File: src/rtl/tx_frame_pkg.sv
// Shared frame definitions for the serial transmitter and its paired receiver.
// Holds line levels, frame length and the FSM state encodings.
package tx_frame_pkg;

    localparam int DATA_WIDTH = 8;
    localparam int FRAME_BITS = DATA_WIDTH + 3;

    localparam logic IDLE_LEVEL  = 1'b0;
    localparam logic START_LEVEL = 1'b1;
    localparam logic STOP_LEVEL  = 1'b1;

    localparam logic [2:0] ST_IDLE   = 3'd0;
    localparam logic [2:0] ST_START  = 3'd1;
    localparam logic [2:0] ST_DATA   = 3'd2;
    localparam logic [2:0] ST_PARITY = 3'd3;
    localparam logic [2:0] ST_STOP   = 3'd4;

    typedef enum logic [2:0] {
        S_IDLE   = ST_IDLE,
        S_START  = ST_START,
        S_DATA   = ST_DATA,
        S_PARITY = ST_PARITY,
        S_STOP   = ST_STOP
    } tx_state_t;

endpackage

File: src/rtl/tx_hold_reg.sv
// One-entry valid/ready holding buffer; push and pop may coincide in one edge.
// Zero latency to o_full; i_push_rdy deasserts while the entry is occupied.
module tx_hold_reg #(
    parameter int W = 8
) (
    input  logic         clk,
    input  logic         rst,
    input  logic         i_push_vld,
    input  logic [W-1:0] i_push_dat,
    output logic         o_push_rdy,
    input  logic         i_pop,
    output logic         o_full,
    output logic [W-1:0] o_dat
);

    logic         r_full;
    logic [W-1:0] r_dat;
    logic         w_push;

    assign o_push_rdy = ~r_full;
    assign w_push     = i_push_vld & o_push_rdy;
    assign o_full     = r_full;
    assign o_dat      = r_dat;

    always_ff @(posedge clk) begin
        if (rst) begin
            r_full <= 1'b0;
            r_dat  <= '0;
        end else begin
            if (w_push) begin
                r_dat <= i_push_dat;
            end
            // A push in the same edge as a pop refills the entry.
            if (w_push) begin
                r_full <= 1'b1;
            end else if (i_pop) begin
                r_full <= 1'b0;
            end
        end
    end

endmodule

File: src/rtl/transmitter.sv
// Serialises bytes as start, LSB-first data, parity, stop; one bit per clock.
// First start bit one edge after the handshake; in_ready is low while the hold entry is full.
module transmitter #(
    parameter int DATA_WIDTH = tx_frame_pkg::DATA_WIDTH
) (
    input  logic                  clk,
    input  logic                  rst,
    input  logic                  in_valid,
    input  logic [DATA_WIDTH-1:0] in_byte,
    output logic                  in_ready,
    output logic                  out_bit,
    output logic                  busy,
    output logic                  done
);

    import tx_frame_pkg::*;

    localparam int CW = (DATA_WIDTH > 1) ? $clog2(DATA_WIDTH) : 1;
    localparam logic [CW-1:0] CNT_LAST = CW'(DATA_WIDTH - 1);

    logic                  w_hold_full;
    logic [DATA_WIDTH-1:0] w_hold_dat;
    logic                  w_load;

    tx_hold_reg #(.W(DATA_WIDTH)) u_hold (
        .clk        (clk),
        .rst        (rst),
        .i_push_vld (in_valid),
        .i_push_dat (in_byte),
        .o_push_rdy (in_ready),
        .i_pop      (w_load),
        .o_full     (w_hold_full),
        .o_dat      (w_hold_dat)
    );

    // r_state names the frame field currently driven on the line.
    tx_state_t             r_state;
    logic                  r_out_bit;
    logic                  r_busy;
    logic                  r_done;
    logic [DATA_WIDTH-1:0] r_shift;
    logic [CW-1:0]         r_cnt;
    logic                  r_par;

    tx_state_t             w_state_nxt;
    logic                  w_out_nxt;
    logic                  w_done_nxt;
    logic [DATA_WIDTH-1:0] w_shift_nxt;
    logic [CW-1:0]         w_cnt_nxt;
    logic                  w_par_nxt;

    always_comb begin
        w_state_nxt = r_state;
        w_load      = 1'b0;
        w_out_nxt   = IDLE_LEVEL;
        w_done_nxt  = 1'b0;
        w_shift_nxt = r_shift;
        w_cnt_nxt   = r_cnt;
        w_par_nxt   = r_par;

        case (r_state)
            S_IDLE: begin
                if (w_hold_full) begin
                    w_load      = 1'b1;
                    w_state_nxt = S_START;
                    w_out_nxt   = START_LEVEL;
                end
            end
            S_START: begin
                w_state_nxt = S_DATA;
                w_out_nxt   = r_shift[0];
                w_shift_nxt = r_shift >> 1;
                w_cnt_nxt   = '0;
            end
            S_DATA: begin
                if (r_cnt == CNT_LAST) begin
                    w_state_nxt = S_PARITY;
                    w_out_nxt   = r_par;
                end else begin
                    w_out_nxt   = r_shift[0];
                    w_shift_nxt = r_shift >> 1;
                    w_cnt_nxt   = r_cnt + 1'b1;
                end
            end
            S_PARITY: begin
                w_state_nxt = S_STOP;
                w_out_nxt   = STOP_LEVEL;
                w_done_nxt  = 1'b1;
            end
            S_STOP: begin
                if (w_hold_full) begin
                    w_load      = 1'b1;
                    w_state_nxt = S_START;
                    w_out_nxt   = START_LEVEL;
                end else begin
                    w_state_nxt = S_IDLE;
                    w_out_nxt   = IDLE_LEVEL;
                end
            end
            default: begin
                w_state_nxt = S_IDLE;
            end
        endcase

        // Parity is taken from the whole byte at load, not from the draining shifter.
        if (w_load) begin
            w_shift_nxt = w_hold_dat;
            w_par_nxt   = ^w_hold_dat;
        end
    end

    always_ff @(posedge clk) begin
        if (rst) begin
            r_state   <= S_IDLE;
            r_out_bit <= IDLE_LEVEL;
            r_busy    <= 1'b0;
            r_done    <= 1'b0;
            r_shift   <= '0;
            r_cnt     <= '0;
            r_par     <= 1'b0;
        end else begin
            r_state   <= w_state_nxt;
            r_out_bit <= w_out_nxt;
            r_busy    <= (w_state_nxt != S_IDLE);
            r_done    <= w_done_nxt;
            r_shift   <= w_shift_nxt;
            r_cnt     <= w_cnt_nxt;
            r_par     <= w_par_nxt;
        end
    end

    assign out_bit = r_out_bit;
    assign busy    = r_busy;
    assign done    = r_done;

endmodule

File: config.mk
export PLATFORM = sky130hd
export DESIGN_NAME = transmitter
export DESIGN_NICKNAME = d
export VERILOG_FILES = /design/src/rtl/tx_frame_pkg.sv /design/src/rtl/tx_hold_reg.sv /design/src/rtl/transmitter.sv
export SDC_FILE = /design/constraint.sdc
export NUM_CORES = 1
export LEC_CHECK = 0
export ABC_AREA = 1
export BUFFER_PORTS_ARGS = -buffer_cell sky130_fd_sc_hd__buf_4
export CAP_MARGIN = 20
export CELL_PAD_IN_SITES_DETAIL_PLACEMENT = 0
export CELL_PAD_IN_SITES_GLOBAL_PLACEMENT = 1
export CORE_MARGIN = 5
export CORE_UTILIZATION = 43
export DETAILED_ROUTE_END_ITERATION = 8
export GPL_TIMING_DRIVEN = 0
export PLACE_DENSITY_LB_ADDON = 0.1
export RECOVER_POWER = 100
export SLEW_MARGIN = 0
export SYNTH_ARGS = -nofsm -noshare
export SYNTH_HDL_FRONTEND = slang
export SYNTH_HIERARCHICAL = 1
export SYNTH_SLANG_ARGS = --single-unit
File: constraint.sdc
create_clock -name clk -period 2.9 [get_ports clk]
set_clock_uncertainty 0.05 [all_clocks]
set_input_delay 0.58 -clock clk [delete_from_list [all_inputs] [get_ports clk]]
set_output_delay 0.58 -clock clk [all_outputs]
set_load 0.01 [all_outputs]
### Word level (Yosys, flattened, before mapping)

Index checks and enable logic that the tools add are counted.

* latch bits: 0
* ROM bits: 0
* output and inout bits: 4
* memory bits (writable): 0
* flip-flop bits (word level): 27
* memories: 0

* bitwise gates (word level): 2
* multipliers: 0
* mux-type cells: 16
* reduce and logical (&&, ||, !) cells: 9
* shift operators: 0
* order comparisons: 0
* add/sub/neg operators: 1
* div/mod/pow operators: 0
* equality and inequality tests: 7

Operators with widths (number)
* $mux 8: 2
* $pmux 8 s2: 1
* $pmux 3 s5: 1
* $mux 3: 3
* $reduce_xor 8->1: 1
* $mux 1: 7
* $eq 3x2->1 const B: 2
* $eq 3x3->1 const B: 2
* $pmux 3 s2: 1
* $reduce_bool 3->1: 2
* $pmux 1 s4: 1
* $reduce_and 2->1: 2
* $reduce_bool 2->1: 2
* $add 3x1->3 const B: 1
* $eq 3x1->1 const B: 1
* $logic_not 3->1: 1
* $ne 3x2->1 const B: 1
* $ne 2x2->1 const B: 1
* $reduce_or 2->1: 1
* $and 1x1->1: 1
* $not 1->1: 1

### Logic depth before layout (Yosys ltp)

Gate-level depths: netlist of run 1.

* depth in word-level cells: 5
* depth in mapped cells: 10
* depth with buffers taken out: 10

### Modules after synthesis

The synthesis of run 1 kept the hierarchy.

Modules (own cells, without submodules)
* transmitter: sequential area each 360.3 sq um, area an instance 967.2 sq um, cells an instance 143, instances 1
* tx_hold_reg: sequential area each 180.2 sq um, area an instance 390.4 sq um, cells an instance 58, instances 1

### Worst setup path before layout of run 1

Ideal clock, no wire load.

* path type: register to register
* from: register r_cnt[0]
* to: register r_shift[0]
* stages on the path, launching flop included: 9
* setup time: 116 ps
* slack: 1536 ps
* arrival: 1198 ps
* cells stage by stage: dfxtp_1 -> ha_1 -> ha_1 -> inv_1 -> nand4_2 -> nand3_4 -> inv_4 -> nor2_1 -> nor2_1

* longest elaborated chain between the ends: 3

RTL lines
* start: declaration: RTL line transmitter.sv:42 `logic [CW-1:0] r_cnt;`
* start signal: assignment: RTL line transmitter.sv:127 `r_cnt <= w_cnt_nxt;`
* $eq 3x3->1: RTL line transmitter.sv:76 `if (r_cnt == CNT_LAST) begin`
* $ne 3x2->1 (no source line)
* $reduce_and 2->1 (no source line)
* end signal: assignment: RTL line transmitter.sv:126 `r_shift <= w_shift_nxt;`
* end: declaration: RTL line transmitter.sv:41 `logic [DATA_WIDTH-1:0] r_shift;`

Every way passes these cells.
A chain may end at the register's enable or synchronous reset.

### Final worst setup path of run 1

* from: register r_cnt[0]
* to: register r_shift[7]

The elaborated chain is that of the path after synthesis.

==> impl_results.md, run 1 <==
- Clock slew at reported path FFs: 0.15 ns
- # Max-Cap Violations: 0
- CTS root buffer: clkbuf_4
- Port Buffers: 13
- Peak Freq: 479 MHz
- Critical path fanouts, max: 8
- DP Cell Count: 258
- Period utilisation layout: a little under three quarters
- Outcome: complete, no violations
- Minimum clock period after layout: about 2.1 ns
- Sequential-to-total area share from yosys stat: 39.8%
- R2R cell count: 8
- Total congestion overflow: 0
- CTS tree: yes
- Post-DP HPWL: 2.13 mm
- Worst r2r src: r_cnt[0]
- Commonest non-fill, non-tap cell in the layout: nand2_1
- Vias: 1,183
- Filler-free cell count of the finished design: approximately 260
- Share of the synthesized area in the top cell type: 39.8%
- DP Worst Slack: 1.30 ns
- Critical path type: register to register
- Vias in the first global route: 1,115
- PD cells: 493 nW/um2
- Total track usage: 13.5%
- Initial antenna violation count: 0
- # clock sinks: 27
- Ranking of synthesized cells by area: dfxtp_1, nand2_1, nor2_1, inv_1, nand3_1
- Final WS setup: 0.814 ns
- Fillcell total: around 360
- DRC Markers: 0
- WP data required: roughly 3.1 ns
- Drt total wl: 2.67 mm
- Min-Delay Startpoint: rst
- Mapped Avg Cell Area: 6.75 um2
- First-pass GRT wire length: 4.63 mm
- Syn nets: about 210
- Hold Fails Final Rpt: 0
- Post-CTS Setup Bufs: 0
- Arrival time at the worst endpoint: 2.25 ns
- Cell row count: 20
- Post-Syn Area: 1360 um2
- Placer Congestion: roughly 0.72
- RR Endpoint: r_shift[7]
- Crit path launch type: register
- Detailed Routing Iterations Pass 1: 4
- Core area: between 3000 and 4000 um2
- Vias per Instance: between 4 and 5
- Unrepaired setup endpoints after global routing: no
- Area growth, synth to finish: 8.66%
- TNS Setup: 0 ns
- Commonest non-fill, non-tap cells in the layout: nand2_1, nor2_1, inv_1
- H-tree depth: 1
- Hold Path Sink: u_hold/o_full
- Routed WL per cell: ~10 um
- Worst hold-check path type: input port to register
- Die ar.: 4380 um2
- Hold path depth: 2
- Clock latency on the worst-skew pair: roughly 0.33 ns
- Post-synthesis sequential element count: 27
- Share of post-route cells with drive strength above 1: 11.0%
- ANT cells: 0
- Die Y: around 66 um
- Post-cts sizing count: 0
- Starting Density: 44.5%
- # IOs: 15
- Critical Path End Type: register
- Largest net degree at the start of global routing: 16
- Max-slew headroom: 65.3%
- Antenna-violating nets left: 0
- Post-synthesis cell type count: 24
- Worst vdd ir: 0.182 mV
- Nets: 232
- Die W: approximately 66 um
- Area leader, netlist: dfxtp_1
- Worst slew pin tran: 0.521 ns
- Synth warnings: 6
- Leak: 0.000721 uW
- Gate Count Post-Synth: 201
- Longest Clk Path Bufs: 2
- CTS buffer count: 3
- Post-CTS Hold Buffers: 0
- 1st-iter DRT viols: 38
- Final Max Tran Viols: 0
- Hold WS: 0.402 ns
- Final setup vio count: 0
- R2r setup slk: 0.81 ns
how the worst max path moves through the flow:
stage	startpoint	end	slack, ns	cells after the start
global placement	rst	done	1.35	4
global route	r_cnt[0]	r_shift[4]	0.61	8
CTS	u_hold/o_full	in_ready	1.09	2
finish	r_cnt[0]	r_shift[7]	0.81	8
floorplan	r_cnt[0]	r_shift[0]	1.54	8
detailed placement	rst	done	1.30	4
Yosys cell counts (all sizes together):
cell    number
nand4        1
ha           2
a41oi        1
xnor2        1
o21ai        8
inv         32
a21oi       12
nand3       16
buf          3
clkbuf       1
nand2       66
nor2        31
dfxtp       27
registers in the layout, indices dropped and copies added, names as in the netlist:
| name | flops |
|---|---|
| r_cnt | 3 |
| out_bit | 1 |
| r_par | 1 |
| u_hold/o_dat | 8 |
| done | 1 |
| busy | 1 |
| r_shift | 8 |
| u_hold/o_full | 1 |
| r_state | 3 |
power by group:
| group | switching [uW] | total, uW | internal [uW] |
|---|---|---|---|
| logic | 94.2 | 150 | 55.3 |
| clock network | 114 | 166 | 51.9 |
| registers | 17.6 | 412 | 394 |
| total | 226 | 727 | 501 |
final cells by class:
cell class / count / area [um2] / area share (%)
timing repair buffer: 13 / 78.8 / 5.34
sequential: 27 / 541 / 36.6
tap: 44 / 55.1 / 3.73
multi-input combinational: 138 / 618 / 41.9
inverter: 32 / 121 / 8.23
clock inverter: 1 / 5.00 / 0.339
clock buffer: 3 / 22.5 / 1.53
buffer: 4 / 33.8 / 2.29
per-stage QoR:
step | total power [uW] | utilization, % | instance area, um2
2_1_floorplan | 540 | - | 1360
3_3_place_gp | 579 | 49.5 | 1510
3_5_place_dp | 585 | 49.5 | 1510
4_1_cts | 748 | 50.4 | 1540
5_1_grt | 776 | 48.3 | 1480
6_report | 727 | 48.3 | 1480
kinds of logic after synthesis:
family	share of synthesized area (%)
fa+ha+maj	1.84
xor+xnor	0.645
compound gates	9.12
buf+inv	11.6
simple gates	37.0
flops	39.8
per-layer routing:
metal	vias up	track usage, %	part of all wire (%)
met5	-	0	0
met4	0	7.11	2.2
met3	6	1.70	3.9
met2	25	23.0	45
met1	503	16.3	49
li1	649	-	-
critical path, cell delays in order, from the launching register on:
cell and delay, ns:
dfxtp_1 0.36, ha_1 0.20, ha_1 0.18, inv_1 0.07
nand4_1 0.19, nand3_1 0.32, clkinvlp_2 0.37, nand2_1 0.16
a21oi_2 0.06
(Power assumes the default switching activity.)
==> inputs of run 2 (changes only) <==
--- a/config.mk
+++ b/config.mk
@@ -11,7 +11,7 @@
 export CELL_PAD_IN_SITES_DETAIL_PLACEMENT = 0
 export CELL_PAD_IN_SITES_GLOBAL_PLACEMENT = 1
 export CORE_MARGIN = 5
-export CORE_UTILIZATION = 43
+export CORE_UTILIZATION = 36
 export DETAILED_ROUTE_END_ITERATION = 8
 export GPL_TIMING_DRIVEN = 0
 export PLACE_DENSITY_LB_ADDON = 0.1
==> constraint.sdc (replaced) <==
create_clock -name clk -period 1.9 [get_ports clk]
set_clock_uncertainty 0.05 [all_clocks]
set_input_delay 0.38 -clock clk [delete_from_list [all_inputs] [get_ports clk]]
set_output_delay 0.38 -clock clk [all_outputs]
set_load 0.01 [all_outputs]
==> run 2 against run 1 <==
Clock power grew 89%. Critical path type unchanged. Largest cell class unchanged. Wire length down 2.0%. Clock-buffer cell count increased by 1. Hold slack got worse by 0.12 ns. Total power is 62% higher.
==> impl_results.md, run 2 (synthesized netlist as in run 1, its figures left out) <==
- Outcome: complete, no violations
- Initial antenna violation count: 0 (unchanged)
- Vias: 1,167 (-1.4%)
- Crit path max-delay cell type: dfxtp_1
- Sw Pwr: 338 uW (+50%)
- Share of post-route cells with drive strength above 1: 11.9% (+0.92 points)
- Arrival time at the worst endpoint: 1.72 ns (-0.53 ns)
- Peak Freq: 620 MHz (+29%)
- Commonest non-fill, non-tap cells in the layout: nand2_1, nor2_1, inv_1
- H-tree depth: 1 (unchanged)
- TNS Setup: 0 ns (unchanged)
- ANT cells: 0 (unchanged)
- CTS tree: yes
- CP bufs+invs: 3 (+1)
- Final WS setup: 0.287 ns (-0.527 ns)
- # clock sinks: 27 (unchanged)
- Nets: 232 (unchanged)
- PD cells: 773 nW/um2 (+57%)
- WP data required: 2.01 ns (-1.05 ns)
- CTS buffer count: 3 (unchanged)
- Hold Fails Final Rpt: 0 (unchanged)
- 1st-iter DRT viols: 19 (-50%)
- Detailed Routing Iterations Pass 1: 4 (unchanged)
- Post-cts sizing count: 0 (unchanged)
- DP Worst Slack: 0.371 ns (-0.927 ns)
- Leak: 0.000736 uW (+2.0%)
- Period utilisation layout: 84.9% (+13 points)
- Worst vdd ir: 0.237 mV (+30%)
- Die Y: 71.4 um (+7.9%)
- Core area: 3660 um2 (+20%)
- Final setup vio count: 0 (unchanged)
- Total congestion overflow: 0 (unchanged)
- Vias per Instance: 4.39 (-2.8%)
- DP Cell Count: 262 (+1.6%)
- Area growth, synth to finish: 12.1%
- Placer Congestion: 0.753 (+3.9%)
- CP top delay family: simple AND/OR/NAND/NOR gates
- Starting Density: 37.1% (-7.4 points)
- Critical Path End Type: register
- Clk network pwr share: 26.7% (+3.9 points)
- P_int: 839 uW (+67%)
- Die W: 71.4 um (+7.9%)
- Slowest stage delay, CP: 0.39 ns (+0.02 ns)
- Final Max Tran Viols: 0 (unchanged)
- Critical path fanouts, max: 7 (-1)
- Routed WL per cell: 9.83 um (-3.5%)
- Post-CTS Setup Bufs: 0 (unchanged)
- Post-CTS Hold Buffers: 0 (unchanged)
- Port Buffers: 13 (unchanged)
- Worst hold-check path type: input port to register
- Unrepaired setup endpoints after global routing: no
- Crit path launch type: register
- Post-layout util: 41.6% (-6.8 points)
- First-pass GRT wire length: 4.77 mm (+3.0%)
- Switch share: 28.7% (-2.3 points)
- Drt total wl: 2.62 mm (-2.0%)
- Filler-free cell count of the finished design: 266 (+1.5%)
- Commonest non-fill, non-tap cell in the layout: nand2_1
- Seq pwr share: 53.4% (-3.2 points)
- CTS root buffer: clkbuf_8
- CP Cell Sequence: inv_2, nand3_1, inv_1, nor2_1, nor2_1, o21ai_0, inv_1
- # IOs: 15 (unchanged)
- Vias in the first global route: 1,143 (+2.5%)
- Clock latency on the worst-skew pair: 0.26 ns (-0.07 ns)
- Critical path type: register to register
- Logic pwr share: 20.0% (-0.6 points)
- Worst slew pin tran: 0.570 ns (+0.0492 ns)
- Clock slew at reported path FFs: 0.09 ns (-0.06 ns)
- Die ar.: 5100 um2 (+16%)
- Longest Clk Path Bufs: 2 (unchanged)
- Max-slew headroom: 62.0% (-3.3 points)
- Cell row count: 22 (+10%)
- DRC Markers: 0 (unchanged)
- Largest net degree at the start of global routing: 15 (-1)
- Total track usage: 11.3% (-2.2 points)
- Post-DP HPWL: 2.11 mm (-0.77%)
- # Max-Cap Violations: 0 (unchanged)
- Minimum clock period after layout: 1.61 ns (-0.473 ns)
- Antenna-violating nets left: 0 (unchanged)
[run 2: per-layer routing]
| layer | global-route usage (%) | wire length (um) | up-vias |
|---|---|---|---|
| met5 | 0 | 0 | - |
| met4 | 3.76 | 29 | 0 |
| met3 | 1.68 | 76 | 2 |
| met2 | 20.5 | 1240 | 14 |
| met1 | 13.5 | 1270 | 500 |
| li1 | - | - | 651 |
[run 2: power groups by stage]
stage	Sequential (uW)	Clock, uW	Combinational [uW]
final	628	314	235
after global routing	634	360	275
after CTS	630	339	250
after floorplan	638	0	186
after global placement	642	0	245
after detailed placement	643	0	250
[run 2: cell type report]
cell class | count | area, um2
tap | 48 | 60.1
buffer | 4 | 33.8
clock buffer | 4 | 45.0
inverter | 32 | 123
timing repair buffer | 13 | 78.8
multi-input combinational | 138 | 641
sequential | 27 | 541
fill | 398 | 2140
[run 2: path summary, 6_finish.rpt]
path / start / slack, ns / cells past startpoint / endpoint
setup / recovery: r_state[0] / 0.29 / 7 / out_bit
hold / removal: rst / 0.28 / 2 / u_hold/o_full
setup reg to reg: r_state[0] / 0.29 / 7 / out_bit
hold reg to reg: r_shift[3] / 0.41 / 2 / r_shift[3]
[run 2: stage by stage]
step	cell area, um2	total power [uW]	hold WS (ns)
finish	1520	1180	0.280
global route	1520	1270	0.279
floorplan	1360	824	0.378
global placement	1520	887	0.397
detailed placement	1520	893	0.405
CTS	1560	1220	0.214
